`src/rtl/mips_ctrl_pkg.sv`:
```
// Shared definitions for the MIPS control pipeline: control-bundle bit
// positions, stage register layouts, bubble values, forwarding encodings
// and the register-hazard match helper.
package mips_ctrl_pkg;

  localparam int REG_W = 5;
  localparam int WB_W  = 2;
  localparam int M_W   = 3;
  localparam int EX_W  = 5;

  // EX bundle bit positions
  localparam int EX_REGDST   = 0;
  localparam int EX_ALUOP_LO = 1;
  localparam int EX_ALUOP_HI = 3;
  localparam int EX_ALUSRC   = 4;

  // M bundle bit positions
  localparam int M_BRANCH   = 0;
  localparam int M_MEMREAD  = 1;
  localparam int M_MEMWRITE = 2;

  // WB bundle bit positions (MemtoReg=0 selects memory data)
  localparam int WB_REGWRITE = 0;
  localparam int WB_MEMTOREG = 1;

  localparam logic [EX_W-1:0] EX_BUBBLE = '0;
  localparam logic [M_W-1:0]  M_BUBBLE  = '0;
  localparam logic [WB_W-1:0] WB_BUBBLE = '0;

  // WB bundle of a load: RegWrite with memory data selected
  localparam logic [WB_W-1:0] WB_LOAD = 2'b01;

  typedef enum logic [1:0] {
    FWD_NONE = 2'b00,
    FWD_WB   = 2'b01,
    FWD_MEM  = 2'b10
  } fwd_sel_e;

  typedef struct packed {
    logic             vld;
    logic [EX_W-1:0]  ex;
    logic [M_W-1:0]   m;
    logic [WB_W-1:0]  wb;
    logic [REG_W-1:0] rs;
    logic [REG_W-1:0] rt;
    logic [REG_W-1:0] dst;
  } idex_t;

  typedef struct packed {
    logic             vld;
    logic [M_W-1:0]   m;
    logic [WB_W-1:0]  wb;
    logic [REG_W-1:0] dst;
  } exmem_t;

  // MEM/WB carries only what WB consumes; a retired bubble has RegWrite=0
  typedef struct packed {
    logic [WB_W-1:0]  wb;
    logic [REG_W-1:0] dst;
  } memwb_t;

  localparam idex_t  IDEX_BUBBLE  = '0;
  localparam exmem_t EXMEM_BUBBLE = '0;
  localparam memwb_t MEMWB_BUBBLE = '0;

  // A writer hits a reader when it writes a nonzero register the reader
  // names in rs or rt (rt compared even for I-type: conservative).
  function automatic logic reg_hit(input logic rw, input logic [REG_W-1:0] dst,
                                   input logic [REG_W-1:0] rs,
                                   input logic [REG_W-1:0] rt);
    return rw & (dst != '0) & ((dst == rs) | (dst == rt));
  endfunction

  function automatic logic src_match(input logic rw, input logic [REG_W-1:0] dst,
                                     input logic [REG_W-1:0] src);
    return rw & (dst != '0) & (dst == src);
  endfunction

endpackage

```
`src/rtl/ctrl_pipe_stage_hazard_detect.sv`:
```
// Combinational hazard control: stall, IF/ID flush, branch-taken and,
// when CTRL_FWD_EN is defined, the EX operand forwarding selects.
module hazard_detect
  import mips_ctrl_pkg::*;
(
  input  logic             id_valid,
  input  logic             id_j,
  input  logic [REG_W-1:0] id_rs,
  input  logic [REG_W-1:0] id_rt,
  input  logic             ex_rw,
  input  logic [REG_W-1:0] ex_dst,
  input  logic             mem_rw,
  input  logic [REG_W-1:0] mem_dst,
  input  logic             mem_branch,
  input  logic             mem_zero,
`ifdef CTRL_FWD_EN
  input  logic             ex_load,
  input  logic [REG_W-1:0] ex_rs,
  input  logic [REG_W-1:0] ex_rt,
  input  logic             wb_rw,
  input  logic [REG_W-1:0] wb_dst,
  output logic [1:0]       fwd_a,
  output logic [1:0]       fwd_b,
`endif
  output logic             stall,
  output logic             flush_ifid,
  output logic             br_take
);

  logic stall_raw;

  // Stall/flush: a taken branch overrides any stall; a jump flushes only
  // when it actually advances out of ID.
  always_comb begin
    br_take = mem_branch & mem_zero;
`ifdef CTRL_FWD_EN
    stall_raw = id_valid & ex_load & reg_hit(ex_rw, ex_dst, id_rs, id_rt);
`else
    stall_raw = id_valid & (reg_hit(ex_rw, ex_dst, id_rs, id_rt) |
                            reg_hit(mem_rw, mem_dst, id_rs, id_rt));
`endif
    stall      = stall_raw & ~br_take;
    flush_ifid = br_take | (id_valid & id_j & ~stall_raw);
  end

`ifdef CTRL_FWD_EN
  // Forwarding selects from registered state; EX/MEM is the younger result
  always_comb begin
    fwd_a = FWD_NONE;
    fwd_b = FWD_NONE;
    if (src_match(mem_rw, mem_dst, ex_rs))     fwd_a = FWD_MEM;
    else if (src_match(wb_rw, wb_dst, ex_rs))  fwd_a = FWD_WB;
    if (src_match(mem_rw, mem_dst, ex_rt))     fwd_b = FWD_MEM;
    else if (src_match(wb_rw, wb_dst, ex_rt))  fwd_b = FWD_WB;
  end
`endif

endmodule

```
`src/rtl/ctrl_pipe_stage.sv`:
```
// ID/EX, EX/MEM and MEM/WB control pipeline registers with hazard control.
// Optional feature macro: CTRL_FWD_EN (EX forwarding selects, load-use-only
// stalls). Without it the full RAW stall rule applies.
module ctrl_pipe_stage
  import mips_ctrl_pkg::*;
(
  input  logic             clk,
  input  logic             reset_n,
  input  logic             id_valid,
  input  logic             id_j,
  input  logic [WB_W-1:0]  id_wb,
  input  logic [M_W-1:0]   id_m,
  input  logic [EX_W-1:0]  id_ex,
  input  logic [REG_W-1:0] id_rs,
  input  logic [REG_W-1:0] id_rt,
  input  logic [REG_W-1:0] id_rd,
  input  logic             mem_zero,
  output logic [EX_W-1:0]  ex_ex,
  output logic [M_W-1:0]   ex_m,
  output logic [WB_W-1:0]  ex_wb,
  output logic [REG_W-1:0] ex_rs,
  output logic [REG_W-1:0] ex_rt,
  output logic [REG_W-1:0] ex_dst,
  output logic [M_W-1:0]   mem_m,
  output logic [WB_W-1:0]  mem_wb,
  output logic [REG_W-1:0] mem_dst,
  output logic [WB_W-1:0]  wb_wb,
  output logic [REG_W-1:0] wb_dst,
`ifdef CTRL_FWD_EN
  output logic [1:0]       fwd_a,
  output logic [1:0]       fwd_b,
`endif
  output logic             stall,
  output logic             flush_ifid
);

  idex_t  idex_q,  idex_d;
  exmem_t exmem_q, exmem_d;
  memwb_t memwb_q, memwb_d;
  logic   br_take;

  hazard_detect u_hzd (
    .id_valid   (id_valid),
    .id_j       (id_j),
    .id_rs      (id_rs),
    .id_rt      (id_rt),
    .ex_rw      (idex_q.vld & idex_q.wb[WB_REGWRITE]),
    .ex_dst     (idex_q.dst),
    .mem_rw     (exmem_q.vld & exmem_q.wb[WB_REGWRITE]),
    .mem_dst    (exmem_q.dst),
    .mem_branch (exmem_q.m[M_BRANCH]),
    .mem_zero   (mem_zero),
`ifdef CTRL_FWD_EN
    .ex_load    (idex_q.vld & (idex_q.wb == WB_LOAD)),
    .ex_rs      (idex_q.rs),
    .ex_rt      (idex_q.rt),
    .wb_rw      (memwb_q.wb[WB_REGWRITE]),
    .wb_dst     (memwb_q.dst),
    .fwd_a      (fwd_a),
    .fwd_b      (fwd_b),
`endif
    .stall      (stall),
    .flush_ifid (flush_ifid),
    .br_take    (br_take)
  );

  // Next-state: branch squash > stall bubble > normal advance. Jumps and
  // invalid ID slots enter ID/EX as bubbles so decoder junk never leaks.
  always_comb begin
    idex_d = IDEX_BUBBLE;
    if (!br_take && !stall && id_valid && !id_j) begin
      idex_d.vld = 1'b1;
      idex_d.ex  = id_ex;
      idex_d.m   = id_m;
      idex_d.wb  = id_wb;
      idex_d.rs  = id_rs;
      idex_d.rt  = id_rt;
      idex_d.dst = id_ex[EX_REGDST] ? id_rd : id_rt;
    end
    exmem_d = EXMEM_BUBBLE;
    if (!br_take) begin
      exmem_d.vld = idex_q.vld;
      exmem_d.m   = idex_q.m;
      exmem_d.wb  = idex_q.wb;
      exmem_d.dst = idex_q.dst;
    end
    memwb_d.wb  = exmem_q.wb;
    memwb_d.dst = exmem_q.dst;
  end

  // Stage registers, cleared asynchronously
  always_ff @(posedge clk or negedge reset_n) begin
    if (!reset_n) begin
      idex_q  <= IDEX_BUBBLE;
      exmem_q <= EXMEM_BUBBLE;
      memwb_q <= MEMWB_BUBBLE;
    end else begin
      idex_q  <= idex_d;
      exmem_q <= exmem_d;
      memwb_q <= memwb_d;
    end
  end

  assign ex_ex   = idex_q.ex;
  assign ex_m    = idex_q.m;
  assign ex_wb   = idex_q.wb;
  assign ex_rs   = idex_q.rs;
  assign ex_rt   = idex_q.rt;
  assign ex_dst  = idex_q.dst;
  assign mem_m   = exmem_q.m;
  assign mem_wb  = exmem_q.wb;
  assign mem_dst = exmem_q.dst;
  assign wb_wb   = memwb_q.wb;
  assign wb_dst  = memwb_q.dst;

endmodule

```
`config.mk`:
```
export PLATFORM = sky130hd
export DESIGN_NAME = ctrl_pipe_stage
export DESIGN_NICKNAME = d
export VERILOG_FILES = /design/src/rtl/mips_ctrl_pkg.sv /design/src/rtl/ctrl_pipe_stage_hazard_detect.sv /design/src/rtl/ctrl_pipe_stage.sv
export SDC_FILE = /design/constraint.sdc
export NUM_CORES = 1
export LEC_CHECK = 0
export ABC_AREA = 1
export BUFFER_PORTS_ARGS = -buffer_cell sky130_fd_sc_hd__buf_2
export CORE_MARGIN = 4
export CORE_UTILIZATION = 35
export DETAILED_ROUTE_END_ITERATION = 10
export PLACE_DENSITY_LB_ADDON = 0.05
export SYNTH_ARGS = -nofsm -noshare
export SYNTH_HDL_FRONTEND = slang
export SYNTH_SLANG_ARGS = --single-unit
export TNS_END_PERCENT = 5
```
`constraint.sdc`:
```
create_clock -name clk -period 1.45 [get_ports clk]
set_input_delay 0.29 -clock clk [delete_from_list [all_inputs] [get_ports clk]]
set_output_delay 0.29 -clock clk [all_outputs]
set_load 0.005 [all_outputs]
```
==> impl_metrics.yaml, run 1 <==
drt:
  detail_route.wl_per_cell_um: 11.0
  routed_wl_mm: 4.42
  drt_iter0_markers: 49
  avgViaCountPerCell: 4.01
  ant_nets: 0
  vias: 1615
  drc: 0
  first_pass_iters: 4
worst_setup_path:
  worst_ep_arrival_time_ps: 1530
  critPathLaunchType: "flop"
  worstPathMaxFanout: 5
  criticalPathCategory: "flop to primary output"
  endpoint_kind: "primary output"
  required_ps: 1160
  rrSetupSlack_ps: -80
pwr:
  power_density_mw_per_mm2: 949
  peakVddDrop_uv: 512
  p_leak_nw: 1.64
  finalPower_mw: 2.62
sta:
  tightest_slew_ps: 386
  period_minus_slack_ps: 1820
  rsz0062_at_grt: "true"
  hold_violations: 0
  setup_violations: 28
  drv_slew: 0
  final.setup.tns_ps: -2290
  min_period_over_period_pct: 126
  skew_ps: 7.06
  max_freq_mhz: 549
  relSlewSlack_pct: 74.3
  fin_ws_ps: -373
  holdWs_ps: 196
global_routing:
  grt_max_degree: 45
  grt_pass1_wl_mm: 7.22
  grt_overflow: 0
  track_usage_pct: 12.5
  antenna_found_initial: 0
  first_global_vias: 1560
logic_synthesis:
  syn_avg_cell_area_um2: 8.64
  syn_nets: 278
  synth_ff_type: "dfrtp_1"
  synth_cells: 248
  synth.cell_area_mm2: 0.00214
  yosysMostFrequentCell: "nand2_1"
  async_reset_ff_share_pct: 100
  ys_seq_area_share_pct: 51.4
  ys_warn_count: 0
  synth_edf_count: 0
  ys_ff_latch: 44
  yosysTopAreaCell: "dfrtp_1"
  netlist_top_cells_area: "dfrtp_1 (51%), buf_4 (12%), nand2_1 (8.4%)"
  yosys-top-cells-count: "nand2_1 (48), dfrtp_1 (44), inv_1 (39)"
  synth_cell_types: 18
  synth_top_area_share_pct: 51.4
clock_network:
  numCtsBuffers: 5
  cts_buffer_depth: 2
  cts_tree: "done"
  cts_htree_levels: 2
  clk_latency_ps: 300
  cts.sinks: 44
  root_buffer: "clkbuf_8"
  cts.reportedPaths.clkPinSlew_ps: 90
placement:
  dp.cells: 388
  gp_congestion: 0.735
  hpwl_mm: 3.37
  port_buffers: 73
  place_area_mm2: 0.00256
  dp_slack_ps: -157
cells_and_area:
  syn_to_final_growth_pct: 29.1
  utilization_pct: 46.7
  fin_area_mm2: 0.00277
  drive_gt1_share_pct: 49.7
  diodes: 0
  stdcell_count: 403
  final_nets: 357
run_status:
  outcome: "finished, violations left"
  violations: "negative setup slack"
floorplan:
  coreArea_mm2: 0.00592
  io_pins: 74
  row_count: 28
  fp.dieH_um: 86.2
  start_util_pct: 36.2
  die-area_mm2: 0.00744
  die_w_um: 86.2
run:
  drv_cap: 0
min_path:
  hold_class: "input pin to flop"
## report_power, final
| part | switching (mW) | internal, mW | total [mW] | leakage (nW) |
|---|---|---|---|---|
| sequential | 0.0282 | 1.28 | 1.31 | 0.584 |
| combinational | 0.193 | 0.188 | 0.381 | 1.00 |
| clock | 0.428 | 0.510 | 0.938 | 0.0541 |
## registers in the layout (all words and copies together), names as in the netlist
signal / flops
wb_wb: 2
idex_q: 1
ex_rt: 5
exmem_q: 1
ex_ex: 5
mem_wb: 2
ex_rs: 5
ex_dst: 5
mem_m: 3
mem_dst: 5
ex_wb: 2
wb_dst: 5
ex_m: 3
## cell usage in the layout (no fill, tap or decap), drive strengths merged
cell         instances
buf                110
nor2                51
nand2               50
dfrtp               44
inv                 40
nand3                9
a21oi                7
clkbuf               5
xnor2                4
nor3                 2
xor2                 1
nand3b               1
bufinv               1
clkinv               1
clkinvlp             1
dlygate4sd3          1
## cell type report
| class | count | area, µm² |
|---|---|---|
| flip-flops and latches | 44 | 1110 |
| clock buffers | 5 | 68.8 |
| multi-input cells | 125 | 623 |
| clock inverters | 3 | 42.5 |
| well taps | 75 | 93.8 |
| repair buffers | 111 | 678 |
| fillers | 615 | 3160 |
| inverters | 40 | 150 |
## cell families (layout without fill, tap and decap cells)
group                  count (synthesis)  after routing  share of synthesized area [%]
buffers and inverters                 79            159                           21.0
XOR/XNOR                               5              5                           2.04
AND/OR/NAND/NOR                      113            113                           23.9
AO/OA/AOI/OAI                          7              7                           1.64
flip-flops                            44             44                           51.4
## repair_timing
action / CTS / global route
hold endpoints to repair: 44 / 0
buffers inserted: 2 / 4
hold buffers: 1 / 0
pin swaps: 5 / 12
gates resized for setup: 6 / 16
endpoints found under the setup margin: 28 / 30
## worst paths after layout
kind / to / depth (start not counted) / from
setup / recovery: flush_ifid / 8 / ex_dst[4]$_DFF_PN0_
hold reg to reg: wb_wb[1]$_DFF_PN0_ / 0 / mem_wb[1]$_DFF_PN0_
hold / removal: ex_m[2]$_DFF_PN0_ / 3 / id_m[2]
min in group asynchronous: wb_dst[2]$_DFF_PN0_ / 3 / reset_n
max in group asynchronous: mem_dst[3]$_DFF_PN0_ / 3 / reset_n
setup reg to reg: ex_dst[1]$_DFF_PN0_ / 9 / mem_dst[4]$_DFF_PN0_
## per-layer routing
layer,wire (µm),vias to the layer above,share of wire (%),global-route usage (%)
li1,-,845,-,-
met1,1870,722,42,15.1
met2,2210,44,50,21.7
met3,307,4,6.9,3.61
met4,36,0,0.81,3.40
met5,0,-,0,0
## critical path: stages, from the launching register on
cell and delay, ps:
dfrtp_2 440, buf_4 140, xnor2_1 150, nand3_1 90
nand2_1 80, nand2_2 80, nand3b_1 90, nand2_1 50
buf_2 120
(Power assumes the default switching activity.)
==> run 2: changes to the inputs <==
- ABC_AREA: 1 -> default
- CORE_UTILIZATION: 35 -> 30
==> run 2 against run 1 <==
Against the previous run:
- the flow still finishes with violations (negative setup slack)
- register-to-register slack worse by 420 ps
- power down 9.4%
- clock power down 23%
- die area up 7.4%
==> impl_metrics.yaml, run 2 <==
run_status:
  outcome: "finished, violations left"
  violations: "negative setup slack"
cells_and_area:
  final_common_cell: "buf_2"
  nFillCells: 662
  utilization_pct: 39.3
  drive_gt1_share_pct: 48.5
  layout_common_cells: "buf_2 (73), dfrtp_1 (44), and2_1 (31)"
  stdcell_count: 312
  syn_to_final_growth_pct: 26.3
  diodes: 0
  final_nets: 265
  fin_area_mm2: 0.00251
pwr:
  p_int_mw: 1.80
  pwr-share-clk_pct: 30.4
  pwr-share-comb_pct: 14.8
  switching_share_pct: 24.4
  peakVddDrop_uv: 343
  seq_power_share_pct: 54.8
  p_leak_nw: 1.36
  p_switching_uw: 581
  power_density_mw_per_mm2: 948
worst_setup_path:
  timing.rr.end: "ex_dst[0]$_DFF_PN0_"
  path_cells: "or3_4 > o311a_1 > a22oi_2 > a32o_1 > buf_2"
  rrSetupSlack_ps: -500
  endpoint_kind: "primary output"
  worstPathMaxFanout: 2
  criticalPathCategory: "flop to primary output"
  worst_ep_arrival_time_ps: 1910
  cp_slowest_cell: "dfrtp_1"
  critical-path-top-delay-family: "compound AO/OA/AOI/OAI gates"
  reg2reg_depth: 6
  path_buf_inv: 1
  crit_path_start: "mem_dst[0]$_DFF_PN0_"
  r2r_start: "mem_dst[0]$_DFF_PN0_"
  required_ps: 1160
  critPathLaunchType: "flop"
  slowest_delay_ps: 390
logic_synthesis:
  synth_compound_area_share_pct: 3.84
  synth_fa_ha_area_share_pct: 0
  netlist_top_cells_area: "dfrtp_1 (55%), buf_4 (13%), and2_1 (9.8%)"
  syn_nets: 195
  synth_top_family_by_area: "buffers and inverters"
  ys_seq_area_share_pct: 55.5
  synth_cells: 165
  synth_top_area_share_pct: 55.5
  synth.cell_area_mm2: 0.00199
  syn_avg_cell_area_um2: 12.0
  ys_warn_count: 0
  synth_simple_gate_area_share_pct: 14.6
  async_reset_ff_share_pct: 100
  ys_ff_latch: 44
  yosys-top-cells-count: "dfrtp_1 (44), buf_4 (35), and2_1 (31)"
  yosysMostFrequentCell: "dfrtp_1"
  synth_xor_area_share_pct: 8.82
  yosysTopAreaCell: "dfrtp_1"
  synthMuxAreaShare_pct: 2.52
  synth_ff_type: "dfrtp_1"
  synth_cell_types: 19
  synth_edf_count: 0
min_path:
  hold_start: "id_ex[1]"
  hold_class: "input pin to flop"
  min_to: "ex_ex[1]$_DFF_PN0_"
  hold-path-cell-count: 2
drt:
  first_pass_iters: 4
  avgViaCountPerCell: 4.32
  ant_nets: 0
  routed_wl_mm: 4.45
  drc: 0
  drt_iter0_markers: 28
  detail_route.wl_per_cell_um: 14.2
  vias: 1347
global_routing:
  first_global_vias: 1492
  antenna_found_initial: 0
  grt_max_degree: 29
  grt_overflow: 0
  track_usage_pct: 12.3
  grt_pass1_wl_mm: 7.27
placement:
  port_buffers: 73
  gp_congestion: 0.830
  hpwl_mm: 3.51
  dp.cells: 303
  place_area_mm2: 0.00238
  dp_slack_ps: -581
floorplan:
  row_count: 29
  die-area_mm2: 0.00798
  die_w_um: 89.4
  io_pins: 74
  start_util_pct: 31.1
  coreArea_mm2: 0.00639
  fp.dieH_um: 89.4
clock_network:
  numCtsBuffers: 5
  cts.reportedPaths.clkPinSlew_ps: 80
  clk_latency_ps: 300
  cts_buffer_depth: 2
  cts.sinks: 44
  cts_tree: "done"
  cts_htree_levels: 2
  root_buffer: "clkbuf_8"
sta:
  period_minus_slack_ps: 2200
  max_freq_mhz: 454
  relSlewSlack_pct: 69.8
  skew_ps: 6.20
  min_period_over_period_pct: 152
  rsz0062_at_grt: "true"
  setup_violations: 28
  drv_slew: 0
  tightest_slew_ps: 453
  hold_violations: 0
  fin_ws_ps: -751
run:
  drv_cap: 0
## run 2: layout make-up
class	count	area [µm²]	share of cell area [%]
clock inverter	1	5.00	0.200
sequential	44	1100	43.9
multi-input combinational	82	622	24.8
clock buffer	6	72.6	2.89
tap	77	96.3	3.84
timing repair buffer	102	611	24.4
## run 2: cell families (layout without fill, tap and decap cells)
family	after synthesis	after routing
flops	44	44
mux	5	5
xor+xnor	20	20
compound gates	7	7
buf+inv	39	109
simple gates	50	50
## run 2: how the worst max path moves through the flow
stage	depth (start not counted)	to	slack [ps]
global placement	5	flush_ifid	-510
CTS	5	flush_ifid	-790
global route	7	flush_ifid	-860
finish	5	flush_ifid	-750
detailed placement	7	flush_ifid	-580
floorplan	5	ex_ex[0]$_DFF_PN0_	-360
## run 2: layer usage
| metal | GRT usage (%) | share of wire, % | vias to the layer above |
|---|---|---|---|
| met5 | 0 | 0 | - |
| met4 | 5.28 | 1.7 | 0 |
| met3 | 3.78 | 7.0 | 6 |
| met2 | 20.5 | 49 | 46 |
| met1 | 14.6 | 42 | 666 |
| li1 | - | - | 629 |
## run 2: what timing repair did
| item | CTS | global route |
|---|---|---|
| resized for setup | 2 | 4 |
| hold endpoints to repair | 16 | 0 |
| hold buffers | 1 | 0 |
| pin swaps | 4 | 6 |
| buffers inserted | 1 | 0 |
| setup endpoints to repair | 28 | 28 |
## run 2: through the flow
| stage | total power, mW | hold WS (ps) | TNS (ps) |
|---|---|---|---|
| after floorplan | 1.51 | -5.59 | -9280 |
| after global placement | 1.67 | 254 | -12610 |
| after detailed placement | 1.68 | 268 | -12920 |
| after CTS | 2.42 | 186 | -15230 |
| after global routing | 2.51 | 199 | -16200 |
| final | 2.38 | 195 | -13770 |
## run 2: power by group through the flow
stage,clock [mW],combinational [mW],sequential [mW]
CTS,0.757,0.356,1.30
global placement,0,0.342,1.33
global route,0.801,0.397,1.31
detailed placement,0,0.349,1.33
finish,0.723,0.352,1.30
floorplan,0,0.185,1.33
